--- config.mk ---
export PLATFORM = sky130hd
export DESIGN_NAME = packet_send_module
export DESIGN_NICKNAME = d
export VERILOG_FILES = /design/src/rtl/send_pkg.sv /design/src/rtl/send_payload_gen.sv /design/src/rtl/packet_send_module.sv
export SDC_FILE = /design/constraint.sdc
export NUM_CORES = 1
export LEC_CHECK = 0
export ABC_AREA = 1
export CAP_MARGIN = 10
export CELL_PAD_IN_SITES_DETAIL_PLACEMENT = 1
export CELL_PAD_IN_SITES_GLOBAL_PLACEMENT = 2
export CORE_ASPECT_RATIO = 1.1
export CORE_MARGIN = 2
export CORE_UTILIZATION = 29
export DETAILED_ROUTE_END_ITERATION = 8
export GPL_TIMING_DRIVEN = 0
export PLACE_DENSITY_LB_ADDON = 0.08
export SLEW_MARGIN = 5
export SYNTH_ARGS = -nofsm -noshare
export SYNTH_HDL_FRONTEND = slang
export SYNTH_SLANG_ARGS = --single-unit
--- constraint.sdc ---
create_clock -name clk -period 5.2 [get_ports clk]
set_input_delay 0.78 -clock clk [delete_from_list [all_inputs] [get_ports clk]]
set_output_delay 0.78 -clock clk [all_outputs]
set_load 0.05 [all_outputs]
--- src/rtl/send_pkg.sv ---
// send_pkg: shared widths, header field layout and FSM encoding for the
// per-port packet generator.
//
// Header word layout (LSB first): dest | prio | length | tx_port (16 bits),
// zero-padded at the MSB up to the data width.
package send_pkg;

  // Width of the tx_port field carried in the header beat.
  localparam int WIDTH_HAND = 16;

  // Widths for the default switch geometry (16 ports, 512 beats, 8 levels).
  localparam int WIDTH_SEL      = $clog2(16);
  localparam int WIDTH_LENGTH   = $clog2(512);
  localparam int WIDTH_PRIORITY = $clog2(8);

  // Header field LSB offsets, derived from the actual field widths.
  function automatic int hdr_dest_lsb();
    return 0;
  endfunction

  function automatic int hdr_prio_lsb(input int sel_w);
    return sel_w;
  endfunction

  function automatic int hdr_len_lsb(input int sel_w, input int prio_w);
    return sel_w + prio_w;
  endfunction

  function automatic int hdr_port_lsb(input int sel_w, input int prio_w, input int len_w);
    return sel_w + prio_w + len_w;
  endfunction

  typedef enum logic [2:0] {
    ST_IDLE = 3'd0,
    ST_SOP  = 3'd1,
    ST_HDR  = 3'd2,
    ST_PAY  = 3'd3,
    ST_EOP  = 3'd4
  } send_state_e;

endpackage

--- src/rtl/send_payload_gen.sv ---
// send_payload_gen: payload beat counter and deterministic data pattern.
//
// Ports:
//   clk, rst_n  - clock, async active-low reset
//   clr         - return the counter to beat 0
//   inc         - the current beat is being emitted; advance to the next one
//   length      - latched payload beat count L
//   data        - pattern for the current beat: k ^ (tx_port << (DATA_WIDTH-WIDTH_SEL))
//   last        - current beat is the final one (L-1, or beat 0 when L is 0)
module send_payload_gen
  import send_pkg::*;
#(
  parameter int DATA_WIDTH   = 32,
  parameter int WIDTH_SEL    = 4,
  parameter int WIDTH_LENGTH = 9,
  parameter int tx_port      = 0
) (
  input  logic                    clk,
  input  logic                    rst_n,
  input  logic                    clr,
  input  logic                    inc,
  input  logic [WIDTH_LENGTH-1:0] length,
  output logic [DATA_WIDTH-1:0]   data,
  output logic                    last
);

  localparam logic [DATA_WIDTH-1:0] PORT_PAT =
    DATA_WIDTH'(tx_port) << (DATA_WIDTH - WIDTH_SEL);

  logic [WIDTH_LENGTH-1:0] cnt;

  // L = 0 still yields one beat when the payload state is entered directly.
  assign last = (length == '0) || (cnt == (length - WIDTH_LENGTH'(1)));
  assign data = DATA_WIDTH'(cnt) ^ PORT_PAT;

  // Holding at the last beat keeps the counter from wrapping mid-packet.
  always_ff @(posedge clk or negedge rst_n) begin
    if (!rst_n) begin
      cnt <= '0;
    end else if (clr) begin
      cnt <= '0;
    end else if (inc && !last) begin
      cnt <= cnt + WIDTH_LENGTH'(1);
    end
  end

endmodule

--- src/rtl/packet_send_module.sv ---
// packet_send_module: per-port packet generator for one switch ingress port.
// On an accepted start it emits SOP, an optional header beat, L payload
// beats and EOP/done, then returns to ready.
//
// Build option: SEND_HEADER_EN - when defined, a header beat
// {tx_port, length, prio, dest} follows SOP; otherwise payload follows SOP
// directly and a zero-length request still sends one payload beat.
//
// Ports:
//   clk, rst_n             - clock, async active-low reset
//   start                  - send request, sampled only while ready
//   dest, prio, length     - packet fields, latched on an accepted start
//   ready                  - idle, can accept start
//   done                   - one-cycle completion pulse (with wr_eop)
//   wr_sop, wr_eop         - framing pulses
//   wr_vld, wr_data        - beat valid and data (data is 0 when not valid)
//
// state | meaning
// IDLE  | waiting for start, ready=1
// SOP   | wr_sop pulse
// HDR   | header beat (SEND_HEADER_EN only)
// PAY   | payload beats 0..L-1
// EOP   | wr_eop and done pulse
module packet_send_module
  import send_pkg::*;
#(
  parameter int PORT_NUB_TOTAL  = 16,
  parameter int DATA_WIDTH      = 32,
  parameter int DATA_LENGTH_MAX = 512,
  parameter int PRIORITY        = 8,
  parameter int tx_port         = 0,
  localparam int WIDTH_SEL      = $clog2(PORT_NUB_TOTAL),
  localparam int WIDTH_LENGTH   = $clog2(DATA_LENGTH_MAX),
  localparam int WIDTH_PRIORITY = $clog2(PRIORITY)
) (
  input  logic                      clk,
  input  logic                      rst_n,
  input  logic                      start,
  input  logic [WIDTH_SEL-1:0]      dest,
  input  logic [WIDTH_PRIORITY-1:0] prio,
  input  logic [WIDTH_LENGTH-1:0]   length,
  output logic                      ready,
  output logic                      done,
  output logic                      wr_sop,
  output logic                      wr_eop,
  output logic                      wr_vld,
  output logic [DATA_WIDTH-1:0]     wr_data
);

  if (WIDTH_HAND + WIDTH_LENGTH + WIDTH_PRIORITY + WIDTH_SEL > DATA_WIDTH) begin : g_width_chk
    $error("packet_send_module: header fields do not fit in DATA_WIDTH");
  end

  send_state_e state_q, state_d;

  logic [WIDTH_SEL-1:0]      dest_q;
  logic [WIDTH_PRIORITY-1:0] prio_q;
  logic [WIDTH_LENGTH-1:0]   len_q;
  logic                      last_q;
  logic                      latch;

  logic                  gen_clr;
  logic                  gen_inc;
  logic [DATA_WIDTH-1:0] gen_data;
  logic                  gen_last;

  logic                  sop_d, eop_d, vld_d, done_d;
  logic [DATA_WIDTH-1:0] data_d;

  assign ready = (state_q == ST_IDLE);

  send_payload_gen #(
    .DATA_WIDTH  (DATA_WIDTH),
    .WIDTH_SEL   (WIDTH_SEL),
    .WIDTH_LENGTH(WIDTH_LENGTH),
    .tx_port     (tx_port)
  ) u_payload (
    .clk   (clk),
    .rst_n (rst_n),
    .clr   (gen_clr),
    .inc   (gen_inc),
    .length(len_q),
    .data  (gen_data),
    .last  (gen_last)
  );

`ifdef SEND_HEADER_EN
  logic [DATA_WIDTH-1:0] hdr_word;

  always_comb begin
    hdr_word = '0;
    hdr_word[hdr_dest_lsb() +: WIDTH_SEL] = dest_q;
    hdr_word[hdr_prio_lsb(WIDTH_SEL) +: WIDTH_PRIORITY] = prio_q;
    hdr_word[hdr_len_lsb(WIDTH_SEL, WIDTH_PRIORITY) +: WIDTH_LENGTH] = len_q;
    hdr_word[hdr_port_lsb(WIDTH_SEL, WIDTH_PRIORITY, WIDTH_LENGTH) +: WIDTH_HAND] =
      WIDTH_HAND'(tx_port);
  end
`else
  // Without a header beat nothing consumes the latched dest/prio.
  logic unused_hdr_fields;
  assign unused_hdr_fields = ^{dest_q, prio_q};
`endif

  always_comb begin
    state_d = state_q;
    latch   = 1'b0;
    case (state_q)
      ST_IDLE: begin
        if (start) begin
          state_d = ST_SOP;
          latch   = 1'b1;
        end
      end
`ifdef SEND_HEADER_EN
      ST_SOP:  state_d = ST_HDR;
      ST_HDR:  state_d = (len_q == '0) ? ST_EOP : ST_PAY;
`else
      ST_SOP:  state_d = ST_PAY;
`endif
      // last_q marks that the beat now on the bus was the final one.
      ST_PAY:  state_d = last_q ? ST_EOP : ST_PAY;
      ST_EOP:  state_d = ST_IDLE;
      default: state_d = ST_IDLE;
    endcase
  end

  // Outputs are decoded from the next state and registered, so they line up
  // with the state they describe.
  always_comb begin
    sop_d   = 1'b0;
    eop_d   = 1'b0;
    vld_d   = 1'b0;
    done_d  = 1'b0;
    data_d  = '0;
    gen_inc = 1'b0;
    gen_clr = (state_q == ST_IDLE);
    case (state_d)
      ST_SOP: sop_d = 1'b1;
`ifdef SEND_HEADER_EN
      ST_HDR: begin
        vld_d  = 1'b1;
        data_d = hdr_word;
      end
`endif
      ST_PAY: begin
        vld_d   = 1'b1;
        data_d  = gen_data;
        gen_inc = 1'b1;
      end
      ST_EOP: begin
        eop_d  = 1'b1;
        done_d = 1'b1;
      end
      default: ;
    endcase
  end

  always_ff @(posedge clk or negedge rst_n) begin
    if (!rst_n) begin
      state_q <= ST_IDLE;
      dest_q  <= '0;
      prio_q  <= '0;
      len_q   <= '0;
      last_q  <= 1'b0;
      wr_sop  <= 1'b0;
      wr_eop  <= 1'b0;
      wr_vld  <= 1'b0;
      done    <= 1'b0;
      wr_data <= '0;
    end else begin
      state_q <= state_d;
      if (latch) begin
        dest_q <= dest;
        prio_q <= prio;
        len_q  <= length;
      end
      if (state_q == ST_IDLE) begin
        last_q <= 1'b0;
      end else if (gen_inc) begin
        last_q <= gen_last;
      end
      wr_sop  <= sop_d;
      wr_eop  <= eop_d;
      wr_vld  <= vld_d;
      done    <= done_d;
      wr_data <= data_d;
    end
  end

endmodule

==> impl_metrics.yaml, run 1 <==
sta:
  fin_crit_sh: 0.518
  fin_worst_skew_ns: 0.00453
  worst_margin_pin_slew_ns: 0.783
  setup_repair_after_global_routing_missed_its_margin: "false"
  maxClockFrequency_mhz: 371
  period_minus_slack_ns: 2.69
  setup_violation_total_in_the_final_timing_report: 0
  relSlewSlack: 0.478
  slew_viol_final: 0
  setup-tns-final_ns: 0
  postLayoutSetupSlackWorst_ns: 2.51
  timing_hold_violations_final: 0
floorplan:
  floorplan.io_pins: 56
  die-height_um: 91.8
  die-area_um2: 7700
  die_w_um: 83.9
  core_area_um2: 6890
  start_util: 0.295
  placementRows: 32
final_layout:
  antenna_cells: 0
  post_route_cells_drive_above_1_share: 0.218
  flow.area_growth_from_synthesis_pct: 25.8
  finish.net_count: 324
  finished_core_util: 0.372
job:
  timing.max_cap.violations: 0
cts:
  tritoncts: "done"
  cts_root_buf: "sky130_fd_sc_hd__clkbuf_8"
  total_number_of_clock_tree_sinks: 34
  clk_pin_slew_ns: 0.07
  cts_inserted_buffers: 5
  clock_latency_ns: 0.28
  post_cts.resized_instances: 0
  hold_buffers: 0
  cts.htree.levels: 2
  post-cts-setup-buffer-count: 0
  max-clock-path-buffers: 2
global_route:
  grt_first_pass_wirelength_um: 8170
  grt_start_max_net_pins: 35
  grt_antenna_before_repair: 0
  grt_overflow: 0
  grt_pass1_vias: 1700
  grt.total_usage: 0.131
route:
  postRouteWirelength_um: 4750
  post_drt_via_cell_ratio: 4.20
  met3_length_um: 162
  drt-initial-drc-count: 29
  drt_pre_antenna_iters: 4
  avgRoutedWirePerCell_um: 12.2
  ant_nets: 0
  drt_drc_violations_left: 0
  detailroute.via_count: 1631
  wl_met2_um: 2330
  wl_met1_um: 2200
  topRoutingLayerUsed: "met4"
power_and_ir_drop:
  ir_worst_vdd_mv: 0.0860
  cellLeakagePower_uw: 0.00128
  power-per-cell-area_nw_per_um2: 209
logic_synthesis:
  area_fraction_of_the_dominant_cell_type_after_synthesis: 0.418
  syn-cell-area_um2: 2030
  post_synth_num_cell_types: 26
  post_synth_inst_count: 248
  syn_area_per_cell_um2: 8.20
  synth.yosys.seq_area_share: 0.418
  synth.top_cells.by_area: "sky130_fd_sc_hd__dfrtp_1 42%, sky130_fd_sc_hd__nand2_1 11%, sky130_fd_sc_hd__buf_4 9.6%"
  synth_warnings: 0
  synth_area_leader_cell: "sky130_fd_sc_hd__dfrtp_1"
  synth.ff_latch_count: 34
setup_path:
  critical_path_peak_fanout: 4
  worst_r2r_endpoint: "u_payload.cnt[4]"
  crit_buf_inv: 1
  critical_path_arrival_ns: 1.91
  path_cells: "nor3_2 > clkdlybuf4s50_1"
  crit_end: "ready"
  cpPeakStageDelay_ns: 0.86
  rr_worst_depth: 12
  crit_type: "reg2out"
  critical_path.startpoint: "state_q[1]"
  worstSetupStartpointType: "flip-flop"
  crit_path_top_delay_cell: "sky130_fd_sc_hd__clkdlybuf4s50_1"
  critPathTopFamily: "buffers and inverters"
  worst-path-stages: 2
  rrSetupSlack_ns: 3.27
  r2r-start: "len_q[0]"
  critPathCaptureType: "primary output"
  timing.critical_path.required_ns: 4.42
hold_path:
  hold_path_class: "reg2reg"
  hold_path_cells: 1
outcome:
  run_status: "finished clean"
place:
  placement.io_buffers: 25
  placement.setup.worst_slack_ns: 2.79
  dp_hpwl_um: 3580
  gpl.final_weighted_congestion: 0.733
-- cell families (layout without fill, tap and decap cells) --
kind of cell / count (synthesis) / in the layout / synth area share
AO/OA/AOI/OAI: 11 / 11 / 0.0289
XOR/XNOR: 14 / 14 / 0.0603
adder cells (fa/ha/maj): 3 / 3 / 0.0185
buffers and inverters: 58 / 91 / 0.156
flip-flops: 34 / 34 / 0.418
other: 1 / 23 / 0.00184
AND/OR/NAND/NOR: 127 / 127 / 0.317
-- synthesized netlist by cell type --
| cell | count |
|---|---|
| sky130_fd_sc_hd__nand2_1 | 58 |
| sky130_fd_sc_hd__xnor2_1 | 3 |
| sky130_fd_sc_hd__inv_2 | 7 |
| sky130_fd_sc_hd__nor2_4 | 3 |
| sky130_fd_sc_hd__dfrtp_1 | 34 |
| sky130_fd_sc_hd__nand3_4 | 1 |
| sky130_fd_sc_hd__nor2_1 | 25 |
| sky130_fd_sc_hd__buf_4 | 26 |
| sky130_fd_sc_hd__conb_1 | 1 |
| sky130_fd_sc_hd__nor3_2 | 1 |
| sky130_fd_sc_hd__clkinv_1 | 1 |
| sky130_fd_sc_hd__nand4_1 | 8 |
| sky130_fd_sc_hd__inv_1 | 22 |
| sky130_fd_sc_hd__o21ai_0 | 8 |
| sky130_fd_sc_hd__nand3_1 | 9 |
| sky130_fd_sc_hd__buf_2 | 1 |
| sky130_fd_sc_hd__xor2_1 | 11 |
| sky130_fd_sc_hd__a21oi_1 | 2 |
| sky130_fd_sc_hd__nand2_8 | 1 |
| sky130_fd_sc_hd__nand3_2 | 8 |
| sky130_fd_sc_hd__nor2_2 | 4 |
| sky130_fd_sc_hd__clkbuf_1 | 1 |
| sky130_fd_sc_hd__nand2_2 | 5 |
| sky130_fd_sc_hd__ha_1 | 3 |
| sky130_fd_sc_hd__a21oi_2 | 1 |
| sky130_fd_sc_hd__nor3_1 | 4 |
-- layout by cell type, fill, tap and decap left out, types with 2 or more instances in the layout --
cell                              instances
sky130_fd_sc_hd__conb_1                  23
sky130_fd_sc_hd__ha_1                     3
sky130_fd_sc_hd__nor3_1                   4
sky130_fd_sc_hd__buf_4                   26
sky130_fd_sc_hd__o21ai_0                  8
sky130_fd_sc_hd__clkbuf_1                 2
sky130_fd_sc_hd__nand2_1                 58
sky130_fd_sc_hd__a21oi_1                  2
sky130_fd_sc_hd__xor2_1                  11
sky130_fd_sc_hd__nor2_4                   3
sky130_fd_sc_hd__nand3_2                  8
sky130_fd_sc_hd__clkdlybuf4s50_1         24
sky130_fd_sc_hd__nor2_2                   4
sky130_fd_sc_hd__inv_2                    7
sky130_fd_sc_hd__nor2_1                  25
sky130_fd_sc_hd__inv_1                   22
sky130_fd_sc_hd__nand2_2                  5
sky130_fd_sc_hd__buf_2                    2
sky130_fd_sc_hd__nand4_1                  8
sky130_fd_sc_hd__dfrtp_1                 34
sky130_fd_sc_hd__clkbuf_8                 6
sky130_fd_sc_hd__nand3_1                  9
sky130_fd_sc_hd__xnor2_1                  3
-- how the worst min path moves through the flow --
stage | start | endpoint | slack (ns)
floorplan | rst_n | last_q | 0.48
global placement | last_q | state_q[1] | 0.50
detailed placement | last_q | state_q[1] | 0.51
CTS | last_q | state_q[1] | 0.52
global route | last_q | state_q[1] | 0.53
finish | last_q | state_q[1] | 0.52
-- routing by layer --
metal	GRT usage	vias to the layer above
met5	0	-
met4	0.0403	0
met3	0.0252	5
met2	0.222	32
met1	0.170	766
li1	-	828
-- layout make-up --
class                   count  area (µm²)
multi-input cells         178         950
plain buffers              28         204
flip-flops and latches     34         851
inverters                  30         113
repair buffers             25         245
clock inverters             1        5.00
clock buffers               7        86.3
well taps                  85         106
fillers                   847        4330
-- flip-flops by register name, summed over array words and instances, names as in the netlist --
name           flops
state_q            3
len_q              9
wr_data            9
last_q             1
wr_vld             1
wr_sop             1
wr_eop             1
u_payload.cnt      9
-- metrics by stage --
stage / hold slack (ns) / instances / area, µm² / power [µW]
2_1_floorplan: 0.482 / 270 / 2120 / 319
3_3_place_gp: 0.502 / 380 / 2470 / 333
3_5_place_dp: 0.509 / 380 / 2470 / 333
4_1_cts: 0.521 / 388 / 2560 / 546
5_1_grt: 0.532 / 388 / 2560 / 558
6_report: 0.517 / 388 / 2560 / 534
-- power by group --
group,internal [µW],switching (µW),leakage [µW]
Combinational,18.6,44.7,0.000828
Sequential,264,0,0.000404
Clock,107,99.5,0.0000482
Total,390,144,0.00128
Note: power is estimated with default switching activity, not from simulation.
==> run 2: changes to the inputs <==
--- a/config.mk
+++ b/config.mk
@@ -11,7 +11,7 @@
 export CELL_PAD_IN_SITES_GLOBAL_PLACEMENT = 2
 export CORE_ASPECT_RATIO = 1.1
 export CORE_MARGIN = 2
-export CORE_UTILIZATION = 29
+export CORE_UTILIZATION = 27
 export DETAILED_ROUTE_END_ITERATION = 8
 export GPL_TIMING_DRIVEN = 0
 export PLACE_DENSITY_LB_ADDON = 0.08
==> constraint.sdc (replaced) <==
create_clock -name clk -period 2.8 [get_ports clk]
set_input_delay 0.42 -clock clk [delete_from_list [all_inputs] [get_ports clk]]
set_output_delay 0.42 -clock clk [all_outputs]
set_load 0.05 [all_outputs]
==> run 2 against run 1 <==
Compared with the run above:
- power is 87% higher
- sequential share of layout area is 0.42 points lower
- count of clock-buffer cells in the layout stayed put
- clock power is 87% higher
- die area is 7.1% higher
- critical path depth stayed put
==> impl_metrics.yaml, run 2 (synthesis gave the netlist of run 1 again) <==
outcome:
  run_status: "finished clean"
route:
  drt_pre_antenna_iters: 4
  post_drt_via_cell_ratio: 4.22
  drt-initial-drc-count: 32
  avgRoutedWirePerCell_um: 12.5
  ant_nets: 0
  drt_drc_violations_left: 0
  postRouteWirelength_um: 4890
  detailroute.via_count: 1654
cts:
  max-clock-path-buffers: 2
  post_cts.resized_instances: 0
  post-cts-setup-buffer-count: 0
  total_number_of_clock_tree_sinks: 34
  cts_root_buf: "sky130_fd_sc_hd__clkbuf_8"
  clk_pin_slew_ns: 0.07
  tritoncts: "done"
  cts_inserted_buffers: 5
  cts.htree.levels: 2
  clock_latency_ns: 0.29
sta:
  fin_worst_skew_ns: 0.00418
  fin_crit_sh: 0.832
  setup_violation_total_in_the_final_timing_report: 0
  setup_repair_after_global_routing_missed_its_margin: "false"
  period_minus_slack_ns: 2.33
  slew_viol_final: 0
  relSlewSlack: 0.655
  hold-worst-slack_ns: 0.451
  maxClockFrequency_mhz: 429
  setup-tns-final_ns: 0
  worst_margin_pin_slew_ns: 0.517
  timing_hold_violations_final: 0
setup_path:
  worst_r2r_endpoint: "u_payload.cnt[7]"
  critical_path_peak_fanout: 4
  path_cells: "nor3_2 > clkdlybuf4s50_1"
  timing.critical_path.required_ns: 2.38
  rr_worst_depth: 12
  crit_type: "reg2out"
  crit_path_top_delay_cell: "sky130_fd_sc_hd__clkdlybuf4s50_1"
  critical_path_arrival_ns: 1.91
  r2r-start: "len_q[0]"
  cpPeakStageDelay_ns: 0.86
  rrSetupSlack_ns: 0.87
  critPathCaptureType: "primary output"
  worstSetupStartpointType: "flip-flop"
place:
  dp.cells: 383
  post_detailed_placement_cell_area_um2: 2490
  gpl.final_weighted_congestion: 0.746
  placement.io_buffers: 25
  dp_hpwl_um: 3630
power_and_ir_drop:
  ir_worst_vdd_mv: 0.163
  power-per-cell-area_nw_per_um2: 386
  total_power_of_the_final_layout_uw: 999
  cell_internal_pwr_uw: 728
  part_of_the_total_power_dissipated_in_combinational_logic: 0.123
  cellLeakagePower_uw: 0.00129
  switching_power_uw: 272
  p_sw_frac: 0.272
  pwr-share-clk: 0.386
  sequential_group_share_of_total_power: 0.491
final_layout:
  top_regs: "len_q x9, u_payload.cnt x9, wr_data x9"
  layout_common_cells: "58 x sky130_fd_sc_hd__nand2_1, 34 x sky130_fd_sc_hd__dfrtp_1, 26 x sky130_fd_sc_hd__buf_4"
  most_common_cell_after_layout_fill_and_taps_aside: "sky130_fd_sc_hd__nand2_1"
  finish.instance_area_um2: 2590
  post_route_cells_drive_above_1_share: 0.220
  flow.area_growth_from_synthesis_pct: 27.4
  antenna_cells: 0
  finish.net_count: 326
  instances_no_fill: 392
floorplan:
  core_area_um2: 7390
  die-area_um2: 8250
  placementRows: 33
  floorplan.io_pins: 56
  start_util: 0.275
  die_w_um: 86.8
  die-height_um: 95.0
global_route:
  grt_first_pass_wirelength_um: 8200
  grt_overflow: 0
  grt_antenna_before_repair: 0
  grt.total_usage: 0.129
  grt_pass1_vias: 1633
  grt_start_max_net_pins: 34
hold_path:
  hold_path_class: "in2async"
job:
  timing.max_cap.violations: 0
[run 2: stage by stage]
stage	setup WS, ns	util
2_1_floorplan	0.676	-
3_3_place_gp	0.375	0.335
3_5_place_dp	0.770	0.337
4_1_cts	0.444	0.351
5_1_grt	0.406	0.351
6_report	0.469	0.351
[run 2: final cells by class]
| cell class | instances | area, µm² |
|---|---|---|
| plain buffers | 28 | 204 |
| clock buffers | 7 | 86.3 |
| clock inverters | 1 | 5.00 |
| fillers | 895 | 4800 |
| inverters | 30 | 113 |
| multi-input cells | 178 | 950 |
| flip-flops and latches | 34 | 851 |
| well taps | 87 | 109 |
| repair buffers | 27 | 275 |
[run 2: critical path, delay by kind of cell (launching register included)]
kind | cells | cell delay (ns)
simple gates | 1 | 0.33
buf+inv | 1 | 0.86
flops | 1 | 0.43
[run 2: repair_timing]
item / 4_1_cts / 5_1_grt
hold buffers: 1 / 0
endpoints found under the hold margin: 1 / 0
setup endpoints to repair: 0 / 0
[run 2: power groups by stage]
stage	combinational (µW)	clock (µW)	sequential [µW]
global placement	118	0	500
detailed placement	121	0	500
floorplan	91.9	0	500
global route	130	421	490
CTS	123	410	490
finish	123	386	491
[run 2: how the worst max path moves through the flow]
stage	startpoint	endpoint	slack, ns
floorplan	state_q[1]	u_payload.cnt[4]	0.68
global placement	rst_n	wr_data[1]	0.37
detailed placement	state_q[1]	ready	0.77
CTS	state_q[1]	ready	0.44
global route	state_q[1]	ready	0.41
finish	state_q[1]	ready	0.47
[run 2: routing by layer]
layer	vias to the layer above	wire length, µm	track usage
li1	834	-	-
met2	29	2400	0.222
met5	-	0	0
met3	4	148	0.0260
met1	787	2280	0.165
met4	0	57	0.0352
==> run 3: changes to the inputs <==
--- a/config.mk
+++ b/config.mk
@@ -11,7 +11,7 @@
 export CELL_PAD_IN_SITES_GLOBAL_PLACEMENT = 2
 export CORE_ASPECT_RATIO = 1.1
 export CORE_MARGIN = 2
-export CORE_UTILIZATION = 27
+export CORE_UTILIZATION = 25
 export DETAILED_ROUTE_END_ITERATION = 8
 export GPL_TIMING_DRIVEN = 0
 export PLACE_DENSITY_LB_ADDON = 0.08
==> constraint.sdc (replaced) <==
create_clock -name clk -period 2.1 [get_ports clk]
set_input_delay 0.315 -clock clk [delete_from_list [all_inputs] [get_ports clk]]
set_output_delay 0.315 -clock clk [all_outputs]
set_load 0.05 [all_outputs]
==> run 3 against run 2 <==
Compared with the run above:
- clock power rose by 33%
- combinational power grew 34%
- register-to-register slack lost 0.65 ns
- die area grew 7.6%
- power rose by 33%
- non-clock buffer count unchanged
- worst hold slack better by 0.026 ns
- flip-flop and latch count is the same
- sequential share of layout area is 0.48 points lower
- cell count grew 5.4%
- via count shrank 1.5%
- design area is 1.5% higher
- largest cell class unchanged
- largest power group unchanged
==> impl_metrics.yaml, run 3 (synthesis gave the netlist of run 1 again) <==
outcome:
  run_status: "finished clean"
cts:
  post-cts-setup-buffer-count: 0
  clock_latency_ns: 0.29
  cts.htree.levels: 2
  total_number_of_clock_tree_sinks: 34
  tritoncts: "done"
  cts_inserted_buffers: 5
  clk_pin_slew_ns: 0.08
  cts_root_buf: "sky130_fd_sc_hd__clkbuf_8"
  max-clock-path-buffers: 2
power_and_ir_drop:
  ir_worst_vdd_mv: 0.215
  power-per-cell-area_nw_per_um2: 507
  cellLeakagePower_uw: 0.00130
route:
  drt_pre_antenna_iters: 4
  drt-initial-drc-count: 23
  postRouteWirelength_um: 5050
  drt_drc_violations_left: 0
  ant_nets: 0
  detailroute.via_count: 1630
  avgRoutedWirePerCell_um: 12.2
  post_drt_via_cell_ratio: 3.95
global_route:
  grt_pass1_vias: 1728
  grt_first_pass_wirelength_um: 8650
  grt_overflow: 0
  grt.total_usage: 0.124
  grt_antenna_before_repair: 0
  grt_start_max_net_pins: 22
final_layout:
  post_route_cells_drive_above_1_share: 0.223
  finish.net_count: 326
  top_regs: "len_q x9, u_payload.cnt x9, wr_data x9"
  flow.area_growth_from_synthesis_pct: 29.3
  multi_input_logic_area_um2: 956
  fill_cells: 992
  layout_common_cells: "58 x sky130_fd_sc_hd__nand2_1, 34 x sky130_fd_sc_hd__dfrtp_1, 26 x sky130_fd_sc_hd__buf_4"
  antenna_cells: 0
  regArea_um2: 851
  most_common_cell_after_layout_fill_and_taps_aside: "sky130_fd_sc_hd__nand2_1"
  finish.instance_area_um2: 2630
sta:
  maxClockFrequency_mhz: 530
  relSlewSlack: 0.622
  setup_repair_after_global_routing_missed_its_margin: "false"
  period_minus_slack_ns: 1.89
  setup_violation_total_in_the_final_timing_report: 0
  timing_hold_violations_final: 0
  worst_margin_pin_slew_ns: 0.567
  postLayoutSetupSlackWorst_ns: 0.212
  fin_crit_sh: 0.899
  slew_viol_final: 0
  fin_worst_skew_ns: 0.00778
floorplan:
  die-height_um: 98.6
  placementRows: 34
  die-area_um2: 8880
  floorplan.io_pins: 56
  start_util: 0.257
  die_w_um: 90.0
  core_area_um2: 7910
setup_path:
  crit_type: "reg2out"
  critPathTopFamily: "buffers and inverters"
  path_cells: "nor3_4 > dlygate4sd2_1"
  crit_path_top_delay_cell: "sky130_fd_sc_hd__dlygate4sd2_1"
  critical_path_peak_fanout: 4
  worstSetupStartpointType: "flip-flop"
  crit_buf_inv: 1
  timing.critical_path.required_ns: 1.78
  critPathCaptureType: "primary output"
  critical_path_arrival_ns: 1.57
  cpPeakStageDelay_ns: 0.56
place:
  dp_hpwl_um: 3830
  post_detailed_placement_cell_area_um2: 2530
  placement.io_buffers: 25
  placement.setup.worst_slack_ns: 0.151
  gpl.final_weighted_congestion: 0.724
hold_path:
  hold_path_class: "in2async"
job:
  timing.max_cap.violations: 0
[run 3: what timing repair did]
| action | 4_1_cts | 5_1_grt |
|---|---|---|
| gates resized for setup | 1 | 1 |
| endpoints found under the setup margin | 1 | 10 |
| hold buffers | 1 | 0 |
| hold endpoints to repair | 13 | 0 |
[run 3: power breakdown]
group	internal, µW	switching [µW]
combinational	52.5	112
sequential	654	0
clock	265	250
total	972	362
[run 3: area by class of cell]
cell class,instances,area share
plain buffers,28,0.0775
multi-input cells,178,0.363
flip-flops and latches,34,0.323
clock buffers,7,0.0328
inverters,30,0.0428
clock inverters,1,0.00190
well taps,108,0.0514
repair buffers,27,0.107
[run 3: final timing paths]
| kind | from | endpoint | slack (ns) | depth (start not counted) |
|---|---|---|---|---|
| hold / removal | rst_n | wr_data[6] | 0.48 | 2 |
| max in group asynchronous | rst_n | wr_data[7] | 1.19 | 3 |
| setup reg to reg | len_q[1] | u_payload.cnt[7] | 0.22 | 12 |
| setup / recovery | state_q[1] | ready | 0.21 | 2 |
| hold reg to reg | last_q | state_q[1] | 0.52 | 1 |
| min in group clk | last_q | state_q[1] | 0.52 | 1 |
[run 3: stage by stage]
| step | hold slack, ns | utilization | TNS, ns | cells | total power [µW] |
|---|---|---|---|---|---|
| after floorplan | 0.0194 | - | 0 | 270 | 790 |
| after CTS | 0.486 | 0.333 | 0 | 413 | 1360 |
| final | 0.477 | 0.333 | 0 | 413 | 1330 |
| after global placement | 0.515 | 0.317 | -7.65 | 403 | 825 |
| after detailed placement | 0.263 | 0.320 | 0 | 404 | 831 |
| after global routing | 0.504 | 0.333 | 0 | 413 | 1400 |
[run 3: metal layers]
metal	share of wire	vias up	GRT usage
li1	-	834	-
met1	0.46	760	0.161
met2	0.48	32	0.201
met3	0.036	4	0.0291
met4	0.016	0	0.0497
met5	0	-	0
